`config.mk`:
```
export PLATFORM = sky130hd
export DESIGN_NAME = fetch_stage_flat
export DESIGN_NICKNAME = d
export VERILOG_FILES = /design/src/rtl/fetch_stage_if.sv /design/src/rtl/fetch_stage.sv /design/src/flat_wrapper.sv
export SDC_FILE = /design/constraint.sdc
export NUM_CORES = 1
export LEC_CHECK = 0
export CAP_MARGIN = 20
export CORE_MARGIN = 2
export CORE_UTILIZATION = 35
export DETAILED_ROUTE_END_ITERATION = 6
export PLACE_DENSITY = 0.58
export SLEW_MARGIN = 15
export SYNTH_ARGS = -nofsm -noshare
export SYNTH_HDL_FRONTEND = slang
export SYNTH_SLANG_ARGS = --single-unit
```
`constraint.sdc`:
```
create_clock -name clk -period 7.7 [get_ports clk]
set_input_delay 1.155 -clock clk [delete_from_list [all_inputs] [get_ports clk]]
set_output_delay 1.155 -clock clk [all_outputs]
set_load 0.01 [all_outputs]
```
`src/rtl/fetch_stage_if.sv`:
```
// Fetch-stage bus: instruction-memory port, redirect request from execute,
// and the decoupled instruction stream handed to decode.
interface fetch_stage_if;
    // Decode handshake: an entry transfers in any cycle where out_valid and
    // out_ready are both high; while out_valid=1 and out_ready=0 the out_*
    // fields hold, and out_valid never depends on out_ready in the same cycle.
    logic [31:0] imem_addr;
    logic [31:0] imem_rdata;
    logic        redirect_valid;
    logic [31:0] redirect_pc;
    logic        out_valid;
    logic        out_ready;
    logic [31:0] out_instr;
    logic [31:0] out_pc;
    logic [31:0] out_pc_plus4;
    logic        misalign_err;

    modport master (
        output imem_addr,
        input  imem_rdata,
        input  redirect_valid,
        input  redirect_pc,
        output out_valid,
        input  out_ready,
        output out_instr,
        output out_pc,
        output out_pc_plus4,
        output misalign_err
    );

    modport slave (
        input  imem_addr,
        output imem_rdata,
        output redirect_valid,
        output redirect_pc,
        input  out_valid,
        output out_ready,
        input  out_instr,
        input  out_pc,
        input  out_pc_plus4,
        input  misalign_err
    );
endinterface

```
`src/rtl/fetch_stage.sv`:
```
// Instruction fetch: sequential PC generation feeding a 2-entry {pc, instr}
// FIFO toward decode, with redirect flush and misaligned-target flagging.
module fetch_stage #(
    parameter logic [31:0] RESET_PC = 32'h0000_0000
) (
    input  logic          clk,
    input  logic          rst,
    fetch_stage_if.master io_bus
);

    logic [31:0] r_fpc;
    logic [31:0] r_pc_q    [2];
    logic [31:0] r_instr_q [2];
    logic        r_rd_ptr;
    logic        r_wr_ptr;
    logic [1:0]  r_count;
    logic        r_misalign;

    logic        w_valid;
    logic        w_pop;
    logic        w_fetch_en;
    logic        w_push;
    logic [31:0] w_redirect_target;
    logic [31:0] w_out_pc;

    assign w_valid           = (r_count != 2'd0);
    assign w_pop             = w_valid & io_bus.out_ready;
    assign w_fetch_en        = (r_count < 2'd2) | w_pop;
    assign w_push            = ~io_bus.redirect_valid & w_fetch_en;
    assign w_redirect_target = {io_bus.redirect_pc[31:2], 2'b00};

    // Control state; redirect outranks push and pop, so a pop accepted in the
    // redirect cycle is simply dropped with the rest of the FIFO.
    always_ff @(posedge clk) begin
        if (!rst) begin
            r_fpc      <= {RESET_PC[31:2], 2'b00};
            r_rd_ptr   <= 1'b0;
            r_wr_ptr   <= 1'b0;
            r_count    <= 2'd0;
            r_misalign <= 1'b0;
        end else if (io_bus.redirect_valid) begin
            r_fpc      <= w_redirect_target;
            r_rd_ptr   <= 1'b0;
            r_wr_ptr   <= 1'b0;
            r_count    <= 2'd0;
            r_misalign <= |io_bus.redirect_pc[1:0];
        end else begin
            r_misalign <= 1'b0;
            if (w_push) begin
                r_fpc    <= r_fpc + 32'd4;
                r_wr_ptr <= ~r_wr_ptr;
            end
            if (w_pop) begin
                r_rd_ptr <= ~r_rd_ptr;
            end
            case ({w_push, w_pop})
                2'b10:   r_count <= r_count + 2'd1;
                2'b01:   r_count <= r_count - 2'd1;
                default: r_count <= r_count;
            endcase
        end
    end

    // Payload storage needs no reset: count gates visibility of every slot.
    always_ff @(posedge clk) begin
        if (rst && !io_bus.redirect_valid && w_push) begin
            r_pc_q[r_wr_ptr]    <= r_fpc;
            r_instr_q[r_wr_ptr] <= io_bus.imem_rdata;
        end
    end

    assign w_out_pc            = w_valid ? r_pc_q[r_rd_ptr] : 32'h0;
    assign io_bus.imem_addr    = r_fpc;
    assign io_bus.out_valid    = w_valid;
    assign io_bus.out_pc       = w_out_pc;
    assign io_bus.out_instr    = w_valid ? r_instr_q[r_rd_ptr] : 32'h0;
    assign io_bus.out_pc_plus4 = w_out_pc + 32'd4;
    assign io_bus.misalign_err = r_misalign;

endmodule

```
`src/flat_wrapper.sv`:
```
// flat-port wrapper written by rule: the top's interface ports become plain ports
module fetch_stage_flat 
#(
    parameter logic [31:0] RESET_PC = 32'h0000_0000
)
  (clk, rst, io_bus_imem_addr, io_bus_imem_rdata, io_bus_redirect_valid, io_bus_redirect_pc, io_bus_out_valid, io_bus_out_ready, io_bus_out_instr, io_bus_out_pc, io_bus_out_pc_plus4, io_bus_misalign_err);
  fetch_stage_if io_bus_i ();
  input  logic clk;
  input  logic rst;
  output wire logic [$bits(io_bus_i.imem_addr)-1:0] io_bus_imem_addr;
  input wire logic [$bits(io_bus_i.imem_rdata)-1:0] io_bus_imem_rdata;
  input wire logic [$bits(io_bus_i.redirect_valid)-1:0] io_bus_redirect_valid;
  input wire logic [$bits(io_bus_i.redirect_pc)-1:0] io_bus_redirect_pc;
  output wire logic [$bits(io_bus_i.out_valid)-1:0] io_bus_out_valid;
  input wire logic [$bits(io_bus_i.out_ready)-1:0] io_bus_out_ready;
  output wire logic [$bits(io_bus_i.out_instr)-1:0] io_bus_out_instr;
  output wire logic [$bits(io_bus_i.out_pc)-1:0] io_bus_out_pc;
  output wire logic [$bits(io_bus_i.out_pc_plus4)-1:0] io_bus_out_pc_plus4;
  output wire logic [$bits(io_bus_i.misalign_err)-1:0] io_bus_misalign_err;
  assign io_bus_imem_addr = io_bus_i.imem_addr;
  assign io_bus_i.imem_rdata = io_bus_imem_rdata;
  assign io_bus_i.redirect_valid = io_bus_redirect_valid;
  assign io_bus_i.redirect_pc = io_bus_redirect_pc;
  assign io_bus_out_valid = io_bus_i.out_valid;
  assign io_bus_i.out_ready = io_bus_out_ready;
  assign io_bus_out_instr = io_bus_i.out_instr;
  assign io_bus_out_pc = io_bus_i.out_pc;
  assign io_bus_out_pc_plus4 = io_bus_i.out_pc_plus4;
  assign io_bus_misalign_err = io_bus_i.misalign_err;
  fetch_stage #(.RESET_PC(RESET_PC)) u_core (.clk(clk), .rst(rst), .io_bus(io_bus_i));
endmodule
```
# == Word level (Yosys, flattened, before mapping) ==
# Memory sizes are Yosys's and may differ from the RTL's. A register that Yosys moved wholly into a read port is not among the register bits.
# Cells that the tools add are included.
# totals
regBits,37
mem_bits_rw,128
wordCells,42
n_memories,2
# mem_list
name,words,word_bits,rd,rd_ports_with_merged_regs,write_ports,line,rtl
u_core.r_instr_q,2,32,1,1,1,fetch_stage.sv:13,logic [31:0] r_instr_q [2];
u_core.r_pc_q,2,32,1,1,1,fetch_stage.sv:12,logic [31:0] r_pc_q [2];
# op_classes
add_sub_neg,4
magnitude_cmp,1
n_eq_ne,2
mux,11
bitwise_logic,7
n_reduce_logical,9
# ops
op,n
2-to-1 mux 32 bit,4
"adder 32 x 3 -> 32 bit, second input constant",2
2-to-1 mux 1 bit,6
nonzero test 2 bit,3
inverter 1 bit,4
case mux 2 bit (2 select lines),1
OR reduction 2 bit,2
"adder 2 x 1 -> 2 bit, second input constant",1
bitwise AND 1 bit,2
"== test 2 x 1 -> 1 bit, second input constant",1
"== test 2 bit, second input constant",1
logical AND 1 bit,2
"less-than comparator 2 bit, second input constant",1
AND reduction 2 bit,1
"subtractor 2 x 1 -> 2 bit, second input constant",1
logical NOT 1 bit,1
bitwise OR 1 bit,1

# == Logic depth before layout (Yosys ltp) ==
# Gate-level depths: netlist (run 1).
# logic_depth
ltp_word,7
depth_mapped,10

# == Worst setup path after synthesis (run 1) ==
# OpenSTA, ideal clock, no wires.
# synth_timing
path_kind,input to register
from,input port io_bus_out_ready
to,memory u_core.r_instr_q[0][0] (enable)
arrival_time_ns,6.202
path_slack_ns,0.927
stages,3
n_path_buf,1
cell_sequence,nand2b_1 buf_1 nor3b_1
# synth_between
elab_chain_cells,6
# synth_lines
element,line,rtl
"start, declared",flat_wrapper.sv:15,input wire logic [$bits(io_bus_i.out_ready)-1:0] io_bus_out_ready;
bitwise AND 1 bit,fetch_stage.sv:27,assign w_pop = w_valid & io_bus.out_ready;
bitwise OR 1 bit,fetch_stage.sv:28,assign w_fetch_en = (r_count < 2'd2) | w_pop;
bitwise AND 1 bit,fetch_stage.sv:29,assign w_push = ~io_bus.redirect_valid & w_fetch_en;
logical AND 1 bit,fetch_stage.sv:66,if (rst && !io_bus.redirect_valid && w_push) begin
2-to-1 mux 1 bit,fetch_stage.sv:66,
2-to-1 mux 1 bit (not written as such),fetch_stage.sv:68,r_instr_q[r_wr_ptr] <= io_bus.imem_rdata;
"end, declared",fetch_stage.sv:13,
# Every way passes these cells.

==> results.toml, run 1 <==
[synthesis]
synth.cell_area_um2 = 7505
syn_area_per_cell_um2 = 12.45
ys.flop_type = "edfxtp_1"
yosysWarnings = 0
yosysSeqAreaShare_pct = 59.22
synthDistinctLibCells = 44
ys_ff_latch = 160
async_flop_share_pct = 0
synth-edff-count = 124
netlist_instances = 603

[setup_path]
critPathCapture = "io_bus_out_pc_plus4[24]"
setup.worst_path.end_class = "output port"
crit_type = "flop to output port"
reg2regPathDepth = 7
worstPathArrival_ns = 3.81
r2r_slack_ns = 4.96
rr_endpoint = "u_core.r_count[1]$_SDFFE_PP0P_"
timing.rr.start = "u_core.r_count[0]$_SDFFE_PP0P_"
cp_max_fo = 45
critPathRequiredTime_ns = 6.55
critPathLaunchType = "flop"

[global_route]
grt_use_met1_pct = 21.89
grt-ovfl-total = 0
met2_usage_pct = 25.34
grt_usage_pct = 16.20
grt_use_met3_pct = 4.030
grt_pass1_vias = 5242
grt_max_degree = 63
busiest_layer = "met2"
antenna_found_initial = 0
grt_pass1_wl_um = 28050

[detailed_routing]
drc_errors = 0
avgViaCountPerCell = 4.837
firstDrtPassIters = 4
via_count = 5195
detail-route-antenna-nets = 0
drt_iter0_drc = 291
drt_wl_total_um = 18240
post_drt_wl_per_cell_um = 16.98

[timing]
slew_headroom_pct = 36.60
slew_viol_final = 0
setup_slack_ns = 2.732
setup_violations = 0
hold_slack_ns = 0.5275
rsz0062_at_grt = "false"
worst_pin_slew_ns = 0.9480
fin_setup_tns_ns = 0
min_period_ns = 4.968
fmax_mhz = 201.3
fin_skew_ns = 0.009182
fin_crit_sh_pct = 64.52
hold_violations = 0

[floorplan]
dieArea_um2 = 22630
core.rowCount = 53
placeableCoreArea_um2 = 21020
start_util_pct = 35.70
num_io_pins = 198
die_y_um = 150.4
die_w_um = 150.4

[clock_tree]
cts_tree = "built"
cts-root-buf = "clkbuf_16"
clock_latency_ns = 0.42
cts_buffer_depth = 2
post_cts_resized = 0
cts_buffers = 17
cts_sinks = 160
post_cts_buffers = 0
h-tree-depth = 4
path_clk_slew_ns = 0.06
cts_hold_buffers = 0

[placement]
hpwl_um = 12970
dpl.cell_count = 1041
place_ws_ns = 3.023
port_buffers = 191
place.gp.congestion = 0.8390

[final_layout]
fillers = 1895
nNetsFinal = 857
post-route-util_pct = 48.71
seq_area_um2 = 4448
layout-drive-gt1-share_pct = 8.886
diodes = 0
fin_cells = 1074
multiInputGateArea_um2 = 2833
syn_to_final_growth_pct = 36.43

[outcome]
run_status = "finished, final reports clean"

[power]
leakagePower_nw = 3.409
ir_drop_mv = 0.1508
power_density_nw_per_um2 = 205.8

[run]
maxCapViolations = 0

[min_path]
holdCritPathClass = "flop to flop"
[how the worst min path moves through the flow]
stage	from	to	slack, ns	cells after the start
final	u_core.r_rd_ptr$_SDFFE_PP0P_	u_core.r_rd_ptr$_SDFFE_PP0P_	0.53	2
after global routing	u_core.io_bus.imem_addr[30]$_SDFFE_PN0P_	u_core.r_pc_q[0][30]$_DFFE_PP_	0.56	0
after CTS	u_core.r_rd_ptr$_SDFFE_PP0P_	u_core.r_rd_ptr$_SDFFE_PP0P_	0.53	2
after detailed placement	u_core.r_rd_ptr$_SDFFE_PP0P_	u_core.r_rd_ptr$_SDFFE_PP0P_	0.51	2
after global placement	u_core.r_rd_ptr$_SDFFE_PP0P_	u_core.r_rd_ptr$_SDFFE_PP0P_	0.50	2
after floorplan	u_core.r_count[1]$_SDFFE_PP0P_	u_core.r_count[1]$_SDFFE_PP0P_	0.47	2
[layout make-up]
cell class	instances	share of cell area, %
clock inverter	14	1.784
inverter	12	0.4399
sequential	160	43.44
clock buffer	18	4.192
timing repair buffer	196	19.11
multi-input combinational	399	27.67
tap	275	3.361
[synth_stat cells (12+ instances only)]
library cell	count	area share (%)
edfxtp_1	124	50
nor2_1	70	3.5
mux2i_1	63	8.4
dfxtp_1	36	9.6
xnor2_1	32	3.7
xor2_1	27	3.2
nand3_1	23	1.5
o21ai_0	21	1.4
nand2_1	20	1.0
nor3_1	18	1.2
a21oi_1	17	1.1
nand4_1	17	1.4
clkbuf_1	13	0.65
nor4_2	12	2.0
[state kept, by name, indices dropped and copies added, names as in the netlist, named ones only]
signal	cells
u_core.r_instr_q	64
u_core.r_pc_q	60
u_core.io_bus.imem_addr	30
u_core.r_count	2
u_core.io_bus.misalign_err	1
u_core.r_rd_ptr	1
u_core.r_wr_ptr	1
[critical path, stage by stage, from the launching register on]
cell             delay [ns]
dfxtp_4                0.67
buf_4                  0.66
nand3_1                0.25
a211oi_4               0.44
nand4_2                0.28
nor4b_2                0.33
xor2_1                 0.17
clkdlybuf4s50_1        0.56
[power by group]
part	internal, mW	switching, mW
clock	0.516	0.343
combinational	0.130	0.117
sequential	0.969	0.0328
total	1.62	0.492
[metrics by stage]
stage | power [mW] | instance area (um^2)
3_5_place_dp | 1.269 | 9612
4_1_cts | 2.135 | 10220
2_1_floorplan | 1.129 | 7523
3_3_place_gp | 1.265 | 9612
6_report | 2.107 | 10240
5_1_grt | 2.191 | 10240
[logic make-up (layout without fill, tap and decap cells)]
family | Yosys count | in the layout | share of synthesized area, %
compound gates | 58 | 58 | 5.452
xor+xnor | 59 | 59 | 6.886
fa+ha+maj | 3 | 3 | 0.5002
buf+inv | 49 | 240 | 3.468
flops | 160 | 160 | 59.22
mux | 63 | 63 | 8.403
other cells | 1 | 6 | 0.04997
simple gates | 210 | 210 | 16.02
[layer usage]
| layer | up-vias | wire length, um |
|---|---|---|
| li1 | 2558 | - |
| met1 | 2461 | 8382 |
| met2 | 156 | 8386 |
| met3 | 20 | 1191 |
| met4 | 0 | 274 |
| met5 | - | 0 |
[cells in the final DEF (no fill, tap or decap), drive strengths merged, types with 17 or more instances in the layout]
master	instances
a21oi	17
nor3	20
clkdlybuf4s50	191
nand3	24
dfxtp	36
edfxtp	124
nor2	73
o21ai	21
mux2i	63
nand2	21
xor2	27
xnor2	32
nand4	19
clkbuf	18
No activity file was read; power rests on OpenSTA's default activity.
==> inputs of run 2 (changes only) <==
==> constraint.sdc (replaced) <==
create_clock -name clk -period 4.8 [get_ports clk]
set_input_delay 0.72 -clock clk [delete_from_list [all_inputs] [get_ports clk]]
set_output_delay 0.72 -clock clk [all_outputs]
set_load 0.01 [all_outputs]
==> results.toml, run 2 (same netlist as run 1, synthesis figures left out) <==
[floorplan]
dieArea_um2 = 22630
die_w_um = 150.4
die_y_um = 150.4
placeableCoreArea_um2 = 21020
start_util_pct = 35.70
num_io_pins = 198
core.rowCount = 53

[global_route]
grt_usage_pct = 16.49
antenna_found_initial = 0
grt-ovfl-total = 0
grt_pass1_vias = 5213
grt_pass1_wl_um = 28430
grt_max_degree = 63

[placement]
place_ws_ns = 1.005
port_buffers = 191
dpl.cell_count = 1045
dpl_cell_area_um2 = 9673
place.gp.congestion = 0.8533
hpwl_um = 13250

[clock_tree]
post_cts_buffers = 0
cts_buffer_depth = 2
cts_sinks = 160
cts_hold_buffers = 0
h-tree-depth = 4
clock_latency_ns = 0.41
cts-root-buf = "clkbuf_16"
cts_tree = "built"
post_cts_resized = 0
cts_buffers = 17
path_clk_slew_ns = 0.06

[setup_path]
critPathLaunchType = "flop"
critPathSlowestCell = "buf_4"
crit_chain = "buf_4 > nand3_1 > a211oi_4 > nand4_2 > nor4b_2 > xor2_1 > clkdlybuf4s50_1"
setup.worst_path.end_class = "output port"
worstPathArrival_ns = 3.47
slowest_delay_ns = 0.55
critPathRequiredTime_ns = 4.08
cp_max_fo = 38
crit_type = "flop to output port"

[final_layout]
layout_commonest_cell = "clkdlybuf4s50_1"
layout-drive-gt1-share_pct = 8.853
most-common-layout-cells = "clkdlybuf4s50_1 (191), edfxtp_1 (124), nor2_1 (69), mux2i_1 (63), dfxtp_1 (35)"
largest_reg_flops = 64
top_register = "u_core.r_instr_q"
fin_cells = 1077
nNetsFinal = 860
fillers = 1843
diodes = 0
post-route-util_pct = 48.85
syn_to_final_growth_pct = 36.84
final_area_um2 = 10270

[power]
power.share.sequential_pct = 47.9
p_switching_mw = 0.7640
internal-power_mw = 2.585
leakagePower_nw = 3.426
swShare_pct = 22.82
power.total_mw = 3.349
p_clk_share_pct = 40.0
power_density_nw_per_um2 = 326.1
combPwrFrac_pct = 12.0
ir_drop_mv = 0.2350

[timing]
setup_violations = 0
slew_viol_final = 0
worst_pin_slew_ns = 0.7905
hold_slack_ns = 0.5271
fin_skew_ns = 0.008743
fmax_mhz = 238.7
setup_slack_ns = 0.6114
hold_violations = 0
slew_headroom_pct = 47.14
min_period_ns = 4.189
fin_setup_tns_ns = 0
fin_crit_sh_pct = 87.26
rsz0062_at_grt = "false"

[detailed_routing]
via_count = 5225
detail-route-antenna-nets = 0
post_drt_wl_per_cell_um = 17.25
drc_errors = 0
drt_wl_total_um = 18580
firstDrtPassIters = 4
avgViaCountPerCell = 4.851
drt_iter0_drc = 278

[min_path]
holdCritPathClass = "flop to flop"

[run]
maxCapViolations = 0

[outcome]
run_status = "finished, final reports clean"
==> run 2: cell types whose count changed in the layout (fill, tap and decap cells not counted) <==
cell        change
nor3b_4         +1
clkinv_4        +2
buf_4           +2
nor3b_2         -1
buf_12          +2
clkinv_1        +2
buf_8           -1
clkinvlp_4      -2
clkbuf_1        +1
inv_6           -2
inv_8           -1
==> run 2: power groups by stage <==
| stage | logic (mW) | clock network, mW | registers [mW] |
|---|---|---|---|
| final | 0.403 | 1.34 | 1.61 |
| after global routing | 0.436 | 1.43 | 1.61 |
| after CTS | 0.409 | 1.38 | 1.61 |
| after floorplan | 0.182 | 0 | 1.63 |
| after detailed placement | 0.407 | 0 | 1.64 |
| after global placement | 0.403 | 0 | 1.63 |
==> run 2: worst max-delay path, delay by kind of cell, from the launching register on <==
family	cells	cell delay, ns
AND/OR/NAND/NOR	3	0.84
AO/OA/AOI/OAI	1	0.43
flip-flops	1	0.49
XOR/XNOR	1	0.19
buffers and inverters	2	1.10
==> run 2: worst paths after layout <==
kind                                                      from  depth (start not counted)  slack (ns)                             end
worst max register to register  u_core.r_count[0]$_SDFFE_PP0P_                          7        2.04  u_core.r_count[1]$_SDFFE_PP0P_
worst max-delay path                                      flop                          7        0.61         io_bus_out_pc_plus4[24]
worst min-delay path              u_core.r_rd_ptr$_SDFFE_PP0P_                          2        0.53                            flop
worst min register to register    u_core.r_rd_ptr$_SDFFE_PP0P_                          2        0.53                            flop
==> run 2: area by class of cell <==
class	count	area, um^2	share of cell area [%]
Sequential cell	160	4448	43.31
Multi-Input combinational cell	399	2839	27.64
Timing Repair Buffer	199	1997	19.44
Clock buffer	19	432.9	4.215
Tap cell	275	344.1	3.350
Clock inverter	13	163.9	1.596
Inverter	12	45.04	0.4386
==> run 2: metal layers <==
metal / vias to the layer above / track usage, % / wire length [um]
met3: 8 / 4.152 / 1123
met2: 170 / 25.61 / 8592
met4: 0 / 5.613 / 184
li1: 2566 / - / -
met1: 2481 / 22.51 / 8682
met5: - / 0 / 0
